`config.mk`:
```
export PLATFORM = sky130hd
export DESIGN_NAME = gate_bist
export DESIGN_NICKNAME = d
export VERILOG_FILES = /design/src/rtl/gate_bist.sv
export SDC_FILE = /design/constraint.sdc
export NUM_CORES = 1
export LEC_CHECK = 0
export CAP_MARGIN = 20
export CORE_MARGIN = 2
export CORE_UTILIZATION = 53
export DETAILED_ROUTE_END_ITERATION = 16
export GPL_TIMING_DRIVEN = 0
export PLACE_DENSITY_LB_ADDON = 0.1
export SYNTH_ARGS = -nofsm -noshare
export SYNTH_HDL_FRONTEND = slang
export SYNTH_SLANG_ARGS = --single-unit
```
`constraint.sdc`:
```
create_clock -name clk -period 5.8 [get_ports clk]
set_clock_uncertainty 0.15 [all_clocks]
set_input_delay 0.87 -clock clk [delete_from_list [all_inputs] [get_ports clk]]
set_output_delay 0.87 -clock clk [all_outputs]
set_load 0.005 [all_outputs]
```
`src/rtl/gate_bist.sv`:
```
// Built-in self-test sequencer for single-output library gates: sweeps every
// input vector on A, waits SETTLE cycles, checks Y against the truth table and
// reports pass/fail, mismatch count and the first failing vector.
module gate_bist #(
    parameter int unsigned N_INPUTS = 2,
    parameter int unsigned SETTLE   = 1
) (
    input  logic                clk,
    input  logic                rst_n,
    input  logic                start,
    input  logic [2:0]          op,
    output logic [N_INPUTS-1:0] A,
    input  logic                Y,
    output logic                busy,
    output logic                done,
    output logic                pass,
    output logic [N_INPUTS:0]   err_count,
    output logic [N_INPUTS-1:0] first_fail_vec
);

    localparam int unsigned CNT_W = (SETTLE > 1) ? $clog2(SETTLE) : 1;
    localparam int unsigned ERR_W = N_INPUTS + 1;

    localparam logic [2:0] OP_NOT  = 3'b000;
    localparam logic [2:0] OP_AND  = 3'b001;
    localparam logic [2:0] OP_OR   = 3'b010;
    localparam logic [2:0] OP_NAND = 3'b011;
    localparam logic [2:0] OP_NOR  = 3'b100;
    localparam logic [2:0] OP_XOR  = 3'b101;
    localparam logic [2:0] OP_XNOR = 3'b110;
    localparam logic [2:0] OP_BUF  = 3'b111;

    typedef enum logic [1:0] {
        S_IDLE,
        S_DRIVE,
        S_SAMPLE,
        S_DONE
    } state_t;

    state_t           state;
    logic [2:0]       op_q;
    logic [CNT_W-1:0] settle_cnt;

    logic             expected_c;
    logic             mismatch_c;
    logic [ERR_W-1:0] err_next_c;

    // Truth-table value of the latched gate type for the vector currently on A
    always_comb begin
        expected_c = 1'b0;
        case (op_q)
            OP_NOT:  expected_c = ~A[0];
            OP_AND:  expected_c = &A;
            OP_OR:   expected_c = |A;
            OP_NAND: expected_c = ~(&A);
            OP_NOR:  expected_c = ~(|A);
            OP_XOR:  expected_c = ^A;
            OP_XNOR: expected_c = ~(^A);
            OP_BUF:  expected_c = A[0];
            default: expected_c = 1'b0;
        endcase
    end

    // Mismatch and the error count it would produce; only consumed in SAMPLE
    always_comb begin
        mismatch_c = (Y != expected_c);
        err_next_c = err_count + ERR_W'(mismatch_c);
    end

    // Sequencer: latch op, sweep vectors, settle, sample, summarise
    always_ff @(posedge clk) begin
        if (!rst_n) begin
            state          <= S_IDLE;
            op_q           <= 3'b000;
            settle_cnt     <= '0;
            A              <= '0;
            busy           <= 1'b0;
            done           <= 1'b0;
            pass           <= 1'b0;
            err_count      <= '0;
            first_fail_vec <= '0;
        end else begin
            case (state)
                S_IDLE: begin
                    if (start) begin
                        op_q           <= op;
                        err_count      <= '0;
                        first_fail_vec <= '0;
                        pass           <= 1'b0;
                        A              <= '0;
                        settle_cnt     <= '0;
                        busy           <= 1'b1;
                        state          <= S_DRIVE;
                    end
                end
                S_DRIVE: begin
                    if (settle_cnt == CNT_W'(SETTLE - 1)) begin
                        state <= S_SAMPLE;
                    end else begin
                        settle_cnt <= settle_cnt + CNT_W'(1);
                    end
                end
                S_SAMPLE: begin
                    if (mismatch_c) begin
                        err_count <= err_next_c;
                        // err_count is still zero only before the first mismatch
                        if (err_count == '0) begin
                            first_fail_vec <= A;
                        end
                    end
                    if (&A) begin
                        // pass must already reflect the last vector while done is high
                        pass  <= (err_next_c == '0);
                        done  <= 1'b1;
                        state <= S_DONE;
                    end else begin
                        A          <= A + N_INPUTS'(1);
                        settle_cnt <= '0;
                        state      <= S_DRIVE;
                    end
                end
                S_DONE: begin
                    done  <= 1'b0;
                    busy  <= 1'b0;
                    state <= S_IDLE;
                end
                default: begin
                    state <= S_IDLE;
                end
            endcase
        end
    end

endmodule

```
==> metrics.yaml, run 1 <==
crit_start: "A[0]$_SDFFE_PN0P_"
antenna_cells: 0
ys.flop_type: "dfxtp_1"
syn_area_um2: 840.8
synthesis.instances: 100
pwr-share-comb_pct: 18.4
drtAntennaViolNets: 0
synth_seq_cells: 15
slowest_stage: "dfxtp_1"
ys.warnings.count: 0
ios: 17
slowest_delay_ns: 0.44
startpoint_type: "flop"
vias_per_cell: 5.625
fp.dieW_um: 43.83
path_cells: "inv_1 -> ha_1 -> and2_4 -> o32a_1 -> and3_1 -> buf_6 -> or2_2 -> ha_1 -> ha_1 -> xor2_1 -> nor4b_1 -> mux2i_1 -> nor2_1"
core_um2: 1489
synth_cell_types: 31
crit_path_end_kind: "flop"
port_buffers: 16
crit_type: "flop to flop"
switching_power_w: 0.00006107
rr_startpoint: "A[0]$_SDFFE_PN0P_"
synth_nets: 111
power_density_nw_per_um2: 202.5
detailed_place.area_um2: 1021
crit_required_ns: 5.89
drive_gt1_share_pct: 8.333
fmax_ghz: 0.2944
final_common_cell: "clkdlybuf4s50_1"
routabilityCongestion: 0.7422
first_pass_iters: 4
post-place-ws_ns: 2.514
setup_violations: 0
layout.cells.non_filler: 136
switching_share_pct: 28.76
cp_max_fo: 9
min_period_ns: 3.396
post_cts_buffers: 0
route.detailed.drc: 0
vias: 765
post-route-util_pct: 70.42
postLayoutSetupSlackWorst_ns: 2.404
die_area_um2: 1921
grt.total_usage_pct: 19.95
synth_enable_flop_cells: 0
reg2reg_depth: 13
cap_violations: 0
layout_common_cells: "16 x clkdlybuf4s50_1, 15 x dfxtp_1, 14 x nor2_1"
status: "finished clean"
drt-total-wl_mm: 1.743
power.leakage_nw: 0.4052
path_depth: 13
async_flop_share_pct: 0
critPathArrivalTime_ns: 3.49
hpwl_mm: 1.243
worst-slew-pin-transition_ns: 0.5686
slew_headroom_pct: 61.95
die_h_um: 43.83
clock_path_buffers: 2
min_from: "first_fail_vec[0]$_SDFFE_PN0P_"
syn2layout_area_growth_pct: 24.70
fin_setup_tns_ns: 0
hold_class: "flop to flop"
grt_max_degree: 11
antenna_found_initial: 0
synth_largest_area_cell: "dfxtp_1"
cts_buffers: 3
core.rowCount: 14
hold_buffers: 0
dp.cells: 132
cts_resized: 0
worst_path_dominant_cell_family: "simple AND/OR/NAND/NOR gates"
final_nets: 132
crit_buf_inv: 2
grt_pass1_vias: 675
overflow: 0
yosysSeqAreaShare_pct: 35.71
maxSlewViolCount: 0
grt_pass1_wl_mm: 2.822
critPathCapture: "pass$_SDFFE_PN0P_"
insertion_delay_ns: 0.30
clkPwrFrac_pct: 30.2
cts-root-buf: "clkbuf_4"
syn_area_per_cell_um2: 8.408
hold_viol_final: 0
first_iter_violations: 25
path_common_cell: "ha_1"
clkSinkCount: 15
regToRegSetupSlack_ns: 2.40
yosys-top-cells-area: "dfxtp_1 36%, mux2i_1 7.1%, nor2_1 6.3%"
rsz0062_at_grt: "no"
min_period_over_period_pct: 58.56
clk_pin_slew_ns: 0.10
internal_power_w: 0.0001513
sequentialPowerShare_pct: 51.3
htreeDepth: 1
reg2reg_to: "pass$_SDFFE_PN0P_"
netlist.area_leader.share_pct: 35.71
final_area_um2: 1049
tritoncts: "yes"
start_util_pct: 56.47
worst_ir_drop_vdd_mv: 0.1606
routedWlPerCell_um: 12.82
## area by class of cell
| type | count | area (µm²) |
|---|---|---|
| clock inverters | 1 | 5.005 |
| repair buffers | 16 | 160.2 |
| plain buffers | 6 | 38.79 |
| well taps | 16 | 20.02 |
| multi-input cells | 75 | 486.7 |
| inverters | 4 | 15.01 |
| clock buffers | 3 | 22.52 |
| fillers | 118 | 440.4 |
| flip-flops and latches | 15 | 300.3 |
## metal layers
layer / global-route usage [%] / part of all wire (%) / vias up
met5: 0 / 0 / -
li1: - / - / 390
met2: 32.35 / 45 / 13
met1: 26.29 / 49 / 357
met3: 2.500 / 3.6 / 5
met4: 9.091 / 2.0 / 0
## sequential cells by signal, indices dropped and copies added (netlist names)
signal,flops
err_count,3
done,1
op_q,3
A,2
first_fail_vec,2
pass,1
busy,1
state,2
## power by group through the flow
stage	Combinational [W]	Clock (W)	Sequential, W
2_1_floorplan	0.0000267	0	0.000111
3_3_place_gp	0.0000384	0	0.000111
3_5_place_dp	0.0000388	0	0.000111
4_1_cts	0.0000391	0.0000630	0.000109
5_1_grt	0.0000429	0.0000667	0.000109
6_report	0.0000392	0.0000642	0.000109
## Yosys cell counts, types with 2 or more instances
cell	instances
a21oi_1	5
a22oi_1	3
a31oi_1	3
buf_6	2
clkbuf_1	3
dfxtp_1	15
ha_1	4
inv_1	4
mux2i_1	6
nand2_1	11
nand2b_1	2
nor2_1	14
nor2b_1	4
o2111ai_1	2
o211ai_1	2
o32ai_1	2
or3_1	3
xor2_1	2
## worst register-to-register path: stages, from the launching register on
cell and delay, ns:
dfxtp_1 0.44, inv_1 0.12, ha_1 0.35, and2_4 0.17, o32a_1 0.34, and3_1 0.18
buf_6 0.13, or2_2 0.29, ha_1 0.18, ha_1 0.23, xor2_1 0.16, nor4b_1 0.37
mux2i_1 0.15, nor2_1 0.11
## how the worst min path moves through the flow
stage,end,slack (ns),depth (start not counted)
floorplan,first_fail_vec[0]$_SDFFE_PN0P_,0.31,2
global placement,first_fail_vec[0]$_SDFFE_PN0P_,0.31,2
detailed placement,first_fail_vec[0]$_SDFFE_PN0P_,0.31,2
CTS,first_fail_vec[0]$_SDFFE_PN0P_,0.32,2
global route,first_fail_vec[0]$_SDFFE_PN0P_,0.34,2
finish,first_fail_vec[0]$_SDFFE_PN0P_,0.32,2
## stage by stage
| step | hold slack [ns] | total power, W |
|---|---|---|
| global route | 0.3439 | 0.0002190 |
| finish | 0.3217 | 0.0002123 |
| floorplan | 0.3119 | 0.0001376 |
| CTS | 0.3216 | 0.0002110 |
| global placement | 0.3104 | 0.0001496 |
| detailed placement | 0.3086 | 0.0001500 |
## kinds of logic after synthesis
group,after synthesis,synth area share [%]
buf+inv,10,6.397
mux,7,8.482
compound gates,23,19.35
xor+xnor,2,2.084
fa+ha+maj,4,5.953
flops,15,35.71
simple gates,39,22.02
(Power assumes the default switching activity.)
==> run 2, diff against run 1 <==
--- a/config.mk
+++ b/config.mk
@@ -6,8 +6,9 @@
 export NUM_CORES = 1
 export LEC_CHECK = 0
 export CAP_MARGIN = 20
+export CORE_ASPECT_RATIO = 1.25
 export CORE_MARGIN = 2
-export CORE_UTILIZATION = 53
+export CORE_UTILIZATION = 44
 export DETAILED_ROUTE_END_ITERATION = 16
 export GPL_TIMING_DRIVEN = 0
 export PLACE_DENSITY_LB_ADDON = 0.1
==> constraint.sdc (replaced) <==
create_clock -name clk -period 2.85 [get_ports clk]
set_clock_uncertainty 0.15 [all_clocks]
set_input_delay 0.4275 -clock clk [delete_from_list [all_inputs] [get_ports clk]]
set_output_delay 0.4275 -clock clk [all_outputs]
set_load 0.005 [all_outputs]
==> metrics.yaml, run 2 (synthesis results as in run 1) <==
status: "finished clean"
die_h_um: 52.88
met2_usage_pct: 34.08
vias: 814
power.leakage_nw: 0.4419
overflow: 0
min_period_over_period_pct: 98.42
regToRegSetupSlack_ns: 0.04
slew_headroom_pct: 61.36
tritoncts: "yes"
grt_pass1_wl_mm: 3.256
pwr-share-comb_pct: 22.2
use_met1_pct: 22.06
worst_ir_drop_vdd_mv: 0.3146
antenna_cells: 0
power_density_nw_per_um2: 376.7
grt_max_degree: 11
port_buffers: 16
grt.total_usage_pct: 19.94
core.rowCount: 17
post-place-ws_ns: -0.2185
drive_gt1_share_pct: 22.83
sequentialPowerShare_pct: 48.8
worst-slew-pin-transition_ns: 0.5774
core_um2: 1787
critPathArrivalTime_ns: 2.90
rsz0062_at_grt: "yes"
grt_use_met3_pct: 4.096
grt_pass1_vias: 752
postLayoutSetupSlackWorst_ns: 0.04496
holdPathStages: 2
ios: 17
maxSlewViolCount: 0
switching_share_pct: 29.48
crit_start: "A[0]$_SDFFE_PN0P_"
grt-busiest-layer: "met2"
first_iter_violations: 6
drt-total-wl_mm: 2.042
final_nets: 139
clock_path_buffers: 2
fp.dieW_um: 43.10
switching_power_w: 0.0001332
crit_path_end_kind: "flop"
routabilityCongestion: 0.8222
vias_per_cell: 5.575
crit_type: "flop to flop"
hold_viol_final: 0
internal_power_w: 0.0003188
die_area_um2: 2279
holdWs_ns: 0.3278
htreeDepth: 1
reg2reg_to: "pass$_SDFFE_PN0P_"
crit_required_ns: 2.94
clkPwrFrac_pct: 29.0
insertion_delay_ns: 0.30
first_pass_iters: 4
cts-root-buf: "clkbuf_4"
syn2layout_area_growth_pct: 42.71
holdPathEnd: "first_fail_vec[0]$_SDFFE_PN0P_"
hold_class: "flop to flop"
routedWlPerCell_um: 13.99
clk_pin_slew_ns: 0.10
layout_common_cells: "16 x clkdlybuf4s50_1, 14 x nor2_1, 13 x dfxtp_1"
reg2reg_depth: 13
fin_setup_tns_ns: 0
setup_violations: 0
fmax_ghz: 0.3565
post-route-util_pct: 67.16
clkSinkCount: 15
cap_violations: 0
rr_startpoint: "A[0]$_SDFFE_PN0P_"
min_from: "first_fail_vec[0]$_SDFFE_PN0P_"
reg_top3: "err_count x3, op_q x3"
antenna_found_initial: 0
route.detailed.drc: 0
cp_max_fo: 4
min_period_ns: 2.805
start_util_pct: 47.06
cts_buffers: 3
startpoint_type: "flop"
drtAntennaViolNets: 0
hpwl_mm: 1.284
final_common_cell: "clkdlybuf4s50_1"
run 2: changes by cell type in the layout (fill, tap and decap cells not counted), sizes merged:
cell and change:
clkbuf -1, buf +8
run 2: stage by stage:
stage	total power [W]	instances	cell area, µm²
after CTS	0.0004440	143	1147
final	0.0004520	146	1200
after floorplan	0.0002811	100	858.3
after global placement	0.0003063	135	1042
after detailed placement	0.0003075	135	1042
after global routing	0.0004713	146	1200
run 2: final cells by class:
class,count,area (µm²)
fill,157,586.8
tap,19,23.77
buffer,5,33.78
sequential,15,307.8
multi-input combinational,75,569.3
clock inverter,1,5.005
inverter,4,17.52
clock buffer,3,22.52
timing repair buffer,24,220.2
run 2: per-layer routing:
layer	wire, µm	part of all wire (%)	vias to the layer above
li1	-	-	407
met1	882	43	388
met2	1038	51	14
met3	70	3.4	5
met4	51	2.5	0
met5	0	0	-
run 2: how the worst max path moves through the flow:
stage / endpoint / cells past startpoint
floorplan: pass$_SDFFE_PN0P_ / 13
global placement: pass$_SDFFE_PN0P_ / 13
detailed placement: pass$_SDFFE_PN0P_ / 13
CTS: pass$_SDFFE_PN0P_ / 13
global route: pass$_SDFFE_PN0P_ / 13
finish: pass$_SDFFE_PN0P_ / 13
run 2: what timing repair did:
item,in CTS,in global routing
setup endpoints to repair,1,1
hold buffers,0,0
gates resized for setup,10,4
pin swaps,3,5
setup buffers,5,3
hold endpoints to repair,0,0
cloned,0,0
run 2: worst max-delay path, cell delays in order (launching register included):
cell and delay [ns]:
dfxtp_4 0.39, inv_4 0.05, ha_4 0.23, and2_4 0.13
o32a_1 0.34, and3_1 0.16, buf_6 0.12, or2_4 0.23
ha_4 0.16, ha_4 0.16, xor2_2 0.14, nor4b_2 0.29
mux2i_1 0.11, nor2_1 0.08
run 2: power by group through the flow:
stage          Clock (W)  Sequential, W  Combinational [W]
6_report        0.000131       0.000220           0.000100
5_1_grt         0.000140       0.000221           0.000110
4_1_cts         0.000132       0.000220          0.0000913
3_5_place_dp           0       0.000227          0.0000808
3_3_place_gp           0       0.000226          0.0000800
2_1_floorplan          0       0.000226          0.0000551
==> run 3, diff against run 2 <==
--- a/config.mk
+++ b/config.mk
@@ -5,7 +5,7 @@
 export SDC_FILE = /design/constraint.sdc
 export NUM_CORES = 1
 export LEC_CHECK = 0
-export CAP_MARGIN = 20
+export CAP_MARGIN = 10
 export CORE_ASPECT_RATIO = 1.25
 export CORE_MARGIN = 2
 export CORE_UTILIZATION = 44
==> results of run 3 <==
No change in the layout: final DEF, timing and power equal those of run 2.
